$ cat src/rtl/sr_iter.sv
// rtl/sr_iter.sv - iterative right shifter (srl/sra/srlv/srav), STEP bits per clock
// start/done handshake so the execute-stage control FSM can stall while it runs.
module sr_iter #(
  parameter int WIDTH = 32,
  parameter int STEP  = 2,
  localparam int SW   = $clog2(WIDTH)
) (
  input  logic             clk,
  input  logic             reset,
  input  logic             start,
  input  logic [WIDTH-1:0] in,
  input  logic [SW-1:0]    shamt,
  input  logic             arith,
  output logic             busy,
  output logic             done,
  output logic [WIDTH-1:0] outp
);

  localparam logic [SW-1:0] STEP_W = SW'(STEP);

  typedef enum logic [1:0] {IDLE, SHIFT, DONE} state_t;

  state_t           state;
  logic [WIDTH-1:0] work;
  logic [SW-1:0]    rem;
  logic             fill;

  logic [SW-1:0]    s;
  logic [SW-1:0]    rem_next;
  logic [WIDTH-1:0] work_next;

  // Step is clamped to what is left so the last step may be partial.
  always_comb begin
    s         = (rem < STEP_W) ? rem : STEP_W;
    rem_next  = rem - s;
    work_next = WIDTH'({{WIDTH{fill}}, work} >> s);
  end

  always_ff @(posedge clk or posedge reset) begin
    if (reset) begin
      state <= IDLE;
      busy  <= 1'b0;
      done  <= 1'b0;
      outp  <= '0;
      work  <= '0;
      rem   <= '0;
      fill  <= 1'b0;
    end else begin
      case (state)
        IDLE: begin
          done <= 1'b0;
          if (start) begin
            work <= in;
            rem  <= shamt;
            fill <= arith & in[WIDTH-1];
            busy <= 1'b1;
            if (shamt == '0) begin
              state <= DONE;
              done  <= 1'b1;
              outp  <= in;
            end else begin
              state <= SHIFT;
            end
          end
        end
        SHIFT: begin
          work <= work_next;
          rem  <= rem_next;
          if (rem_next == '0) begin
            state <= DONE;
            done  <= 1'b1;
            outp  <= work_next;
          end
        end
        DONE: begin
          state <= IDLE;
          done  <= 1'b0;
          busy  <= 1'b0;
        end
        default: begin
          state <= IDLE;
          done  <= 1'b0;
          busy  <= 1'b0;
        end
      endcase
    end
  end

endmodule

$ cat config.mk
export PLATFORM = sky130hd
export DESIGN_NAME = sr_iter
export DESIGN_NICKNAME = d
export VERILOG_FILES = /design/src/rtl/sr_iter.sv
export SDC_FILE = /design/constraint.sdc
export NUM_CORES = 1
export LEC_CHECK = 0
export ABC_AREA = 1
export BUFFER_PORTS_ARGS = -buffer_cell sky130_fd_sc_hd__buf_4
export CAP_MARGIN = 5
export CORE_MARGIN = 5
export CORE_UTILIZATION = 50
export DETAILED_ROUTE_END_ITERATION = 8
export GPL_ROUTABILITY_DRIVEN = 0
export HOLD_SLACK_MARGIN = 0.05
export PLACE_DENSITY = 0.76
export SYNTH_ARGS = -nofsm -noshare
export SYNTH_HDL_FRONTEND = slang
export SYNTH_SLANG_ARGS = --single-unit
$ cat constraint.sdc
create_clock -name clk -period 2.3 [get_ports clk]
set_clock_uncertainty 0.2 [all_clocks]
set_input_delay 0.115 -clock clk [delete_from_list [all_inputs] [get_ports clk]]
set_output_delay 0.115 -clock clk [all_outputs]
set_load 0.01 [all_outputs]
==> impl_metrics.env, run 1 <==
export IMPL_nets=710
export IMPL_regToRegSetupSlack_ns=0.16
export IMPL_htreeDepth=3
export IMPL_grt_usage_pct=22.8
export IMPL_slew_viol_final=0
export IMPL_rows=32
export IMPL_drtAntennaViolNets=0
export IMPL_synth_nets=604
export IMPL_post_cts_buffers=0
export IMPL_period_share_pct=93.2
export IMPL_synth_top_area_cell="dfrtp_1"
export IMPL_grt_pass1_wl_um=18500
export IMPL_antenna_cells=0
export IMPL_numCtsBuffers=9
export IMPL_cpMostUsedCell="nand2_1"
export IMPL_ys_flop_type="dfrtp_1"
export IMPL_drtIter0Drc=308
export IMPL_clock_latency_ns=0.35
export IMPL_fin_cells=775
export IMPL_tns_ns=0
export IMPL_tightest_slew_ns=0.586
export IMPL_yosysTopAreaCellShare_pct=46.1
export IMPL_drc=0
export IMPL_place_inst=718
export IMPL_r2r_cells=13
export IMPL_hp_class="input pin to flip-flop"
export IMPL_dp_hpwl_um=6980
export IMPL_path_class="flip-flop to flip-flop"
export IMPL_pin_count=75
export IMPL_path_clk_slew_ns=0.07
export IMPL_synthMostInstantiatedCell="nand2_1"
export IMPL_core_area_sq_um=7770
export IMPL_maxSlewHeadroom_pct=60.9
export IMPL_synthArstFlopShare_pct=100
export IMPL_max_freq_ghz=0.467
export IMPL_die_x_um=99.6
export IMPL_hp_start="in[26]"
export IMPL_drt_wl_total_um=10900
export IMPL_wl_per_cell_um=14.1
export IMPL_hold_path_end="work[26]$_DFFE_PP0P_"
export IMPL_area_delta_synth_final_pct=31.9
export IMPL_cp_arrival_ns=2.23
export IMPL_critPathTopFamily="simple AND/OR/NAND/NOR gates"
export IMPL_initial_utilization_pct=51.7
export IMPL_start_kind="flip-flop"
export IMPL_crit_chain="nor2_4 > nand2_4 > nand2_1 > ha_1 > inv_1 > nand3_1 > nand2_1 > nor2_2 > nand2_2 > nand2_4 > buf_6 > nand3_1 > nand2_1"
export IMPL_setup_viol=0
export IMPL_synth_edff_count=0
export IMPL_synth_common_cells="216 x nand2_1, 74 x dfrtp_1, 59 x a21oi_1"
export IMPL_rsz0062_at_grt="false"
export IMPL_syn_avg_cell_area_sq_um=7.14
export IMPL_antenna_found_initial=0
export IMPL_cp_end_kind="flip-flop"
export IMPL_synth_seq_cells=74
export IMPL_netlist_area_sq_um=4010
export IMPL_crit_buf_inv=2
export IMPL_grt_max_degree=75
export IMPL_clk_path_buf_depth=2
export IMPL_post_dp_cell_area_sq_um=4640
export IMPL_r2r_end="outp[24]$_DFFE_PP0P_"
export IMPL_portBuffers=74
export IMPL_fillerInstances=698
export IMPL_leakagePower_nw=2.67
export IMPL_p_per_area_nw_per_um2=1530
export IMPL_critical_path_depth=13
export IMPL_place_ws_ns=0.131
export IMPL_cp_max_fo=17
export IMPL_design_die_area_sq_um=9920
export IMPL_root_buffer="clkbuf_8"
export IMPL_ys_warn_count=0
export IMPL_fin_ws_ns=0.157
export IMPL_critical_path_max_stage_delay_ns=0.44
export IMPL_period_minus_slack_ns=2.14
export IMPL_status="finished, final reports clean"
export IMPL_drive_gt1_share_pct=17.4
export IMPL_netlist_instances=562
export IMPL_grt_pass1_vias=3929
export IMPL_synthDistinctLibCells=23
export IMPL_hold_viol_final=0
export IMPL_fin_area_sq_um=5290
export IMPL_tritoncts="done"
export IMPL_vias=4123
export IMPL_firstDrtPassIters=4
export IMPL_worst_ep_required_time_ns=2.39
export IMPL_cts_sinks=74
export IMPL_hold_depth=5
export IMPL_critPathSlowestCell="dfrtp_1"
export IMPL_ir_drop_uv=596
export IMPL_avgViaCountPerCell=5.32
export IMPL_synth_area_top_cells="dfrtp_1 46%, nand2_1 20%, a21oi_1 7.4%"
export IMPL_yosysSeqAreaShare_pct=46.1
export IMPL_timing_rr_start="rem[2]$_DFFE_PP0P_"
export IMPL_drv_cap=0
export IMPL_grt_overflow_total=0
export IMPL_die_y_um=99.6
## metrics by stage
step / total power [W] / utilization (%) / hold WS (ns)
3_5_place_dp: 0.00682 / 59.8 / 0.0429
6_report: 0.00810 / 68.1 / 0.0784
3_3_place_gp: 0.00668 / 59.8 / 0.0421
5_1_grt: 0.00886 / 68.1 / 0.0825
2_1_floorplan: 0.00552 / - / 0.0662
4_1_cts: 0.00804 / 67.9 / 0.0519
## worst max-delay path by stage
| stage | to | slack [ns] | from |
|---|---|---|---|
| finish | outp[24]$_DFFE_PP0P_ | 0.16 | rem[2]$_DFFE_PP0P_ |
| floorplan | busy$_DFFE_PP0P_ | 0.10 | reset |
| detailed placement | outp[4]$_DFFE_PP0P_ | 0.13 | rem[2]$_DFFE_PP0P_ |
| global route | outp[22]$_DFFE_PP0P_ | 0.009 | rem[2]$_DFFE_PP0P_ |
| CTS | outp[16]$_DFFE_PP0P_ | 0.12 | rem[2]$_DFFE_PP0P_ |
| global placement | outp[18]$_DFFE_PP0P_ | 0.24 | rem[2]$_DFFE_PP0P_ |
## where the power goes
group | internal, W | total, W | switching [W]
Clock | 0.000633 | 0.00112 | 0.000485
Sequential | 0.00199 | 0.00244 | 0.000445
Combinational | 0.00169 | 0.00454 | 0.00285
Total | 0.00432 | 0.00810 | 0.00378
## sequential cells by signal, summed over array words and instances, names as in the netlist
signal,cells
busy,1
outp,32
rem,5
fill,1
done,1
work,32
state,2
## per-layer routing
| layer | routed length, um | GRT usage [%] |
|---|---|---|
| met1 | 4700 | 30.1 |
| met2 | 5340 | 37.8 |
| met3 | 688 | 3.16 |
| met4 | 211 | 9.14 |
| met5 | 0 | 0 |
## what timing repair did
item	in CTS	in global routing
hold buffers	41	0
hold endpoints to repair	142	0
gates resized for setup	0	4
setup endpoints to repair	0	34
## cells in the final DEF, fill, tap and decap left out
| cell | n |
|---|---|
| nand3_1 | 40 |
| inv_2 | 3 |
| conb_1 | 1 |
| o211ai_1 | 2 |
| a21oi_1 | 59 |
| buf_4 | 86 |
| dfrtp_1 | 74 |
| nand2_2 | 1 |
| nor2_2 | 2 |
| o221ai_1 | 2 |
| dlygate4sd3_1 | 41 |
| nand2_4 | 2 |
| bufinv_16 | 2 |
| o311ai_0 | 1 |
| clkbuf_8 | 10 |
| inv_1 | 30 |
| o21ai_0 | 56 |
| buf_6 | 2 |
| nor2_1 | 32 |
| nand2_8 | 1 |
| nor2_4 | 1 |
| buf_12 | 2 |
| a21oi_2 | 1 |
| or2_1 | 1 |
| nand2_1 | 216 |
| clkinv_2 | 4 |
| ha_1 | 1 |
## worst reg2reg max path: cells and delay by family, from the launching register on
family                   cells  cell delay (ns)
AND/OR/NAND/NOR             10             1.00
flip-flops                   1             0.44
buffers and inverters        2             0.26
adder cells (fa/ha/maj)      1             0.17
## layout make-up
class,count,area [sq um],share of cell area (%)
Sequential cell,74,1850,35.0
Multi-Input combinational cell,419,1850,35.0
Timing Repair Buffer,131,1120,21.1
Clock buffer,10,138,2.60
Tap cell,102,128,2.41
Inverter,33,124,2.34
Clock inverter,6,80.1,1.51
## kinds of logic (layout without fill, tap and decap cells)
kind of cell / after synthesis / count (layout) / synth area share, %
other: 1 / 1 / 0.0935
flip-flops: 74 / 74 / 46.1
AND/OR/NAND/NOR: 296 / 296 / 29.9
adder cells (fa/ha/maj): 1 / 1 / 0.312
buffers and inverters: 69 / 180 / 7.98
AO/OA/AOI/OAI: 121 / 121 / 15.6
Note: power is estimated with default switching activity, not from simulation.
==> run 2: changes to the inputs <==
--- a/config.mk
+++ b/config.mk
@@ -13,7 +13,8 @@
 export DETAILED_ROUTE_END_ITERATION = 8
 export GPL_ROUTABILITY_DRIVEN = 0
 export HOLD_SLACK_MARGIN = 0.05
-export PLACE_DENSITY = 0.76
+export PLACE_DENSITY = 0.82
+export SLEW_MARGIN = 20
 export SYNTH_ARGS = -nofsm -noshare
 export SYNTH_HDL_FRONTEND = slang
 export SYNTH_SLANG_ARGS = --single-unit
==> run 2 against run 1 <==
Maximum frequency fell by 1.0%. Count of clock-buffer cells in the layout did not move. Register-to-register slack got worse by 0.02 ns. Non-clock buffer count rose by 4. Utilization rose by 0.97 points. Largest power group unchanged. First-iteration DRC count rose by 23%. Global-route usage rose by 1.6 points.
==> impl_metrics.env, run 2 (synthesized netlist as in run 1, its figures left out) <==
export IMPL_period_share_pct=94.1
export IMPL_antenna_cells=0
export IMPL_path_class="flip-flop to flip-flop"
export IMPL_clock_latency_ns=0.35
export IMPL_root_buffer="clkbuf_8"
export IMPL_htreeDepth=3
export IMPL_cp_end_kind="flip-flop"
export IMPL_cts_sinks=74
export IMPL_hold_viol_final=0
export IMPL_nets=715
export IMPL_avgViaCountPerCell=5.51
export IMPL_fin_total_pwr_w=0.00841
export IMPL_tightest_slew_ns=0.724
export IMPL_crit_buf_inv=1
export IMPL_clk_path_buf_depth=2
export IMPL_grt_max_degree=39
export IMPL_die_y_um=99.6
export IMPL_die_x_um=99.6
export IMPL_critPathTopFamily="simple AND/OR/NAND/NOR gates"
export IMPL_fin_cells=780
export IMPL_grt_pass1_wl_um=19400
export IMPL_rows=32
export IMPL_dr_wl_met3_um=991
export IMPL_critical_path_max_stage_delay_ns=0.44
export IMPL_tritoncts="done"
export IMPL_leakagePower_nw=2.70
export IMPL_pin_count=75
export IMPL_drtIter0Drc=379
export IMPL_largestRegisters="outp x32, work x32, rem x5"
export IMPL_grt_overflow_total=0
export IMPL_crit_chain="nor2_4 > nand2_4 > nand2_1 > ha_1 > inv_1 > nand2_1 > nand3_1 > a21oi_2 > nand2_2 > nand2_8 > nand2_4 > nand2_1 > nand2_1"
export IMPL_max_freq_ghz=0.462
export IMPL_wl_per_cell_um=15.1
export IMPL_cpMostUsedCell="nand2_1"
export IMPL_drt_met1_wl_um=4760
export IMPL_mostFrequentLayoutCell="nand2_1"
export IMPL_cp_max_fo=17
export IMPL_start_kind="flip-flop"
export IMPL_path_clk_slew_ns=0.08
export IMPL_ir_drop_uv=624
export IMPL_area_delta_synth_final_pct=33.7
export IMPL_worst_ep_required_time_ns=2.35
export IMPL_grt_usage_pct=24.3
export IMPL_numCtsBuffers=9
export IMPL_core_area_sq_um=7770
export IMPL_antenna_found_initial=0
export IMPL_vias=4298
export IMPL_dr_wl_met2_um=5660
export IMPL_hp_class="input pin to async pin"
export IMPL_post_route_util_pct=69.1
export IMPL_portBuffers=74
export IMPL_drv_cap=0
export IMPL_design_die_area_sq_um=9920
export IMPL_maxSlewHeadroom_pct=51.7
export IMPL_critPathSlowestCell="dfrtp_2"
export IMPL_drc=0
export IMPL_p_per_area_nw_per_um2=1570
export IMPL_highest_signal_layer="met4"
export IMPL_rsz0062_at_grt="true"
export IMPL_post_cts_buffers=0
export IMPL_place_inst=721
export IMPL_initial_utilization_pct=51.7
export IMPL_grt_pass1_vias=4140
export IMPL_mostFrequentLayoutCells="216 x nand2_1, 91 x buf_4, 73 x dfrtp_1, 59 x a21oi_1, 56 x o21ai_0"
export IMPL_drive_gt1_share_pct=18.0
export IMPL_slew_viol_final=0
export IMPL_firstDrtPassIters=5
export IMPL_dp_hpwl_um=7070
export IMPL_drtAntennaViolNets=0
export IMPL_period_minus_slack_ns=2.17
export IMPL_cp_arrival_ns=2.21
export IMPL_drt_wl_total_um=11800
export IMPL_setup_viol=0
export IMPL_status="finished, final reports clean"
==> run 2: cell count changes in the layout (fill, tap and decap cells not counted), sizes merged <==
cell / change
buf: +3
clkinv: -3
clkinvlp: +2
bufinv: +1
dlygate4sd3: +1
nand2: +1
==> run 2: layer usage <==
layer / up-vias / track usage [%]
li1: 2023 / -
met1: 1995 / 31.0
met2: 246 / 39.3
met3: 34 / 5.68
met4: 0 / 11.3
met5: - / 0
==> run 2: repair_timing <==
action / in CTS / in global routing
setup endpoints to repair: 0 / 34
hold buffers: 42 / 0
resized for setup: 0 / 6
endpoints found under the hold margin: 99 / 0
==> run 2: area by class of cell <==
type                       instances  area, sq um
timing repair buffer             135         1140
clock buffer                      10          138
multi-input combinational        420         1870
tap                              102          128
fill                             609         2400
sequential                        74         1850
inverter                          33          124
clock inverter                     6          114
==> run 2: worst paths after layout <==
path                                     startpoint                    to  slack [ns]  cells past startpoint
worst max-delay path             rem[2]$_DFFE_PP0P_  outp[20]$_DFFE_PP0P_        0.13                     13
min in group clk                outp[6]$_DFFE_PP0P_   outp[6]$_DFFE_PP0P_        0.28                      2
max in group asynchronous                     reset    rem[2]$_DFFE_PP0P_        0.99                      4
worst min-delay path                          reset   outp[1]$_DFFE_PP0P_        0.24                      3
worst max register to register   rem[2]$_DFFE_PP0P_  outp[20]$_DFFE_PP0P_        0.13                     13
worst min register to register  outp[6]$_DFFE_PP0P_   outp[6]$_DFFE_PP0P_        0.28                      2
==> run 2: worst register-to-register path, delay by kind of cell (launching register included) <==
| kind | cells | cell delay [ns] |
|---|---|---|
| AOI/OAI and AO/OA | 1 | 0.12 |
| adders and majority gates | 1 | 0.16 |
| and+or+nand+nor | 10 | 1.06 |
| DFF | 1 | 0.44 |
| buffers and inverters | 1 | 0.07 |
==> run 2: metrics by stage <==
stage / cell area [sq um] / hold slack [ns] / TNS, ns / setup WS (ns)
3_5_place_dp: 4650 / 0.0896 / 0 / 0.0634
4_1_cts: 5330 / 0.263 / 0 / 0.0219
6_report: 5370 / 0.239 / 0 / 0.135
3_3_place_gp: 4650 / 0.0804 / 0 / 0.148
5_1_grt: 5370 / 0.295 / -0.0746 / -0.0134
2_1_floorplan: 4010 / 0.0662 / 0 / 0.103
==> run 2: where the power goes <==
group	switching [W]	internal [W]	leakage (nW)
logic	0.00298	0.00171	1.68
clock network	0.000503	0.000752	0.119
registers	0.000471	0.00200	0.902
total	0.00396	0.00446	2.70
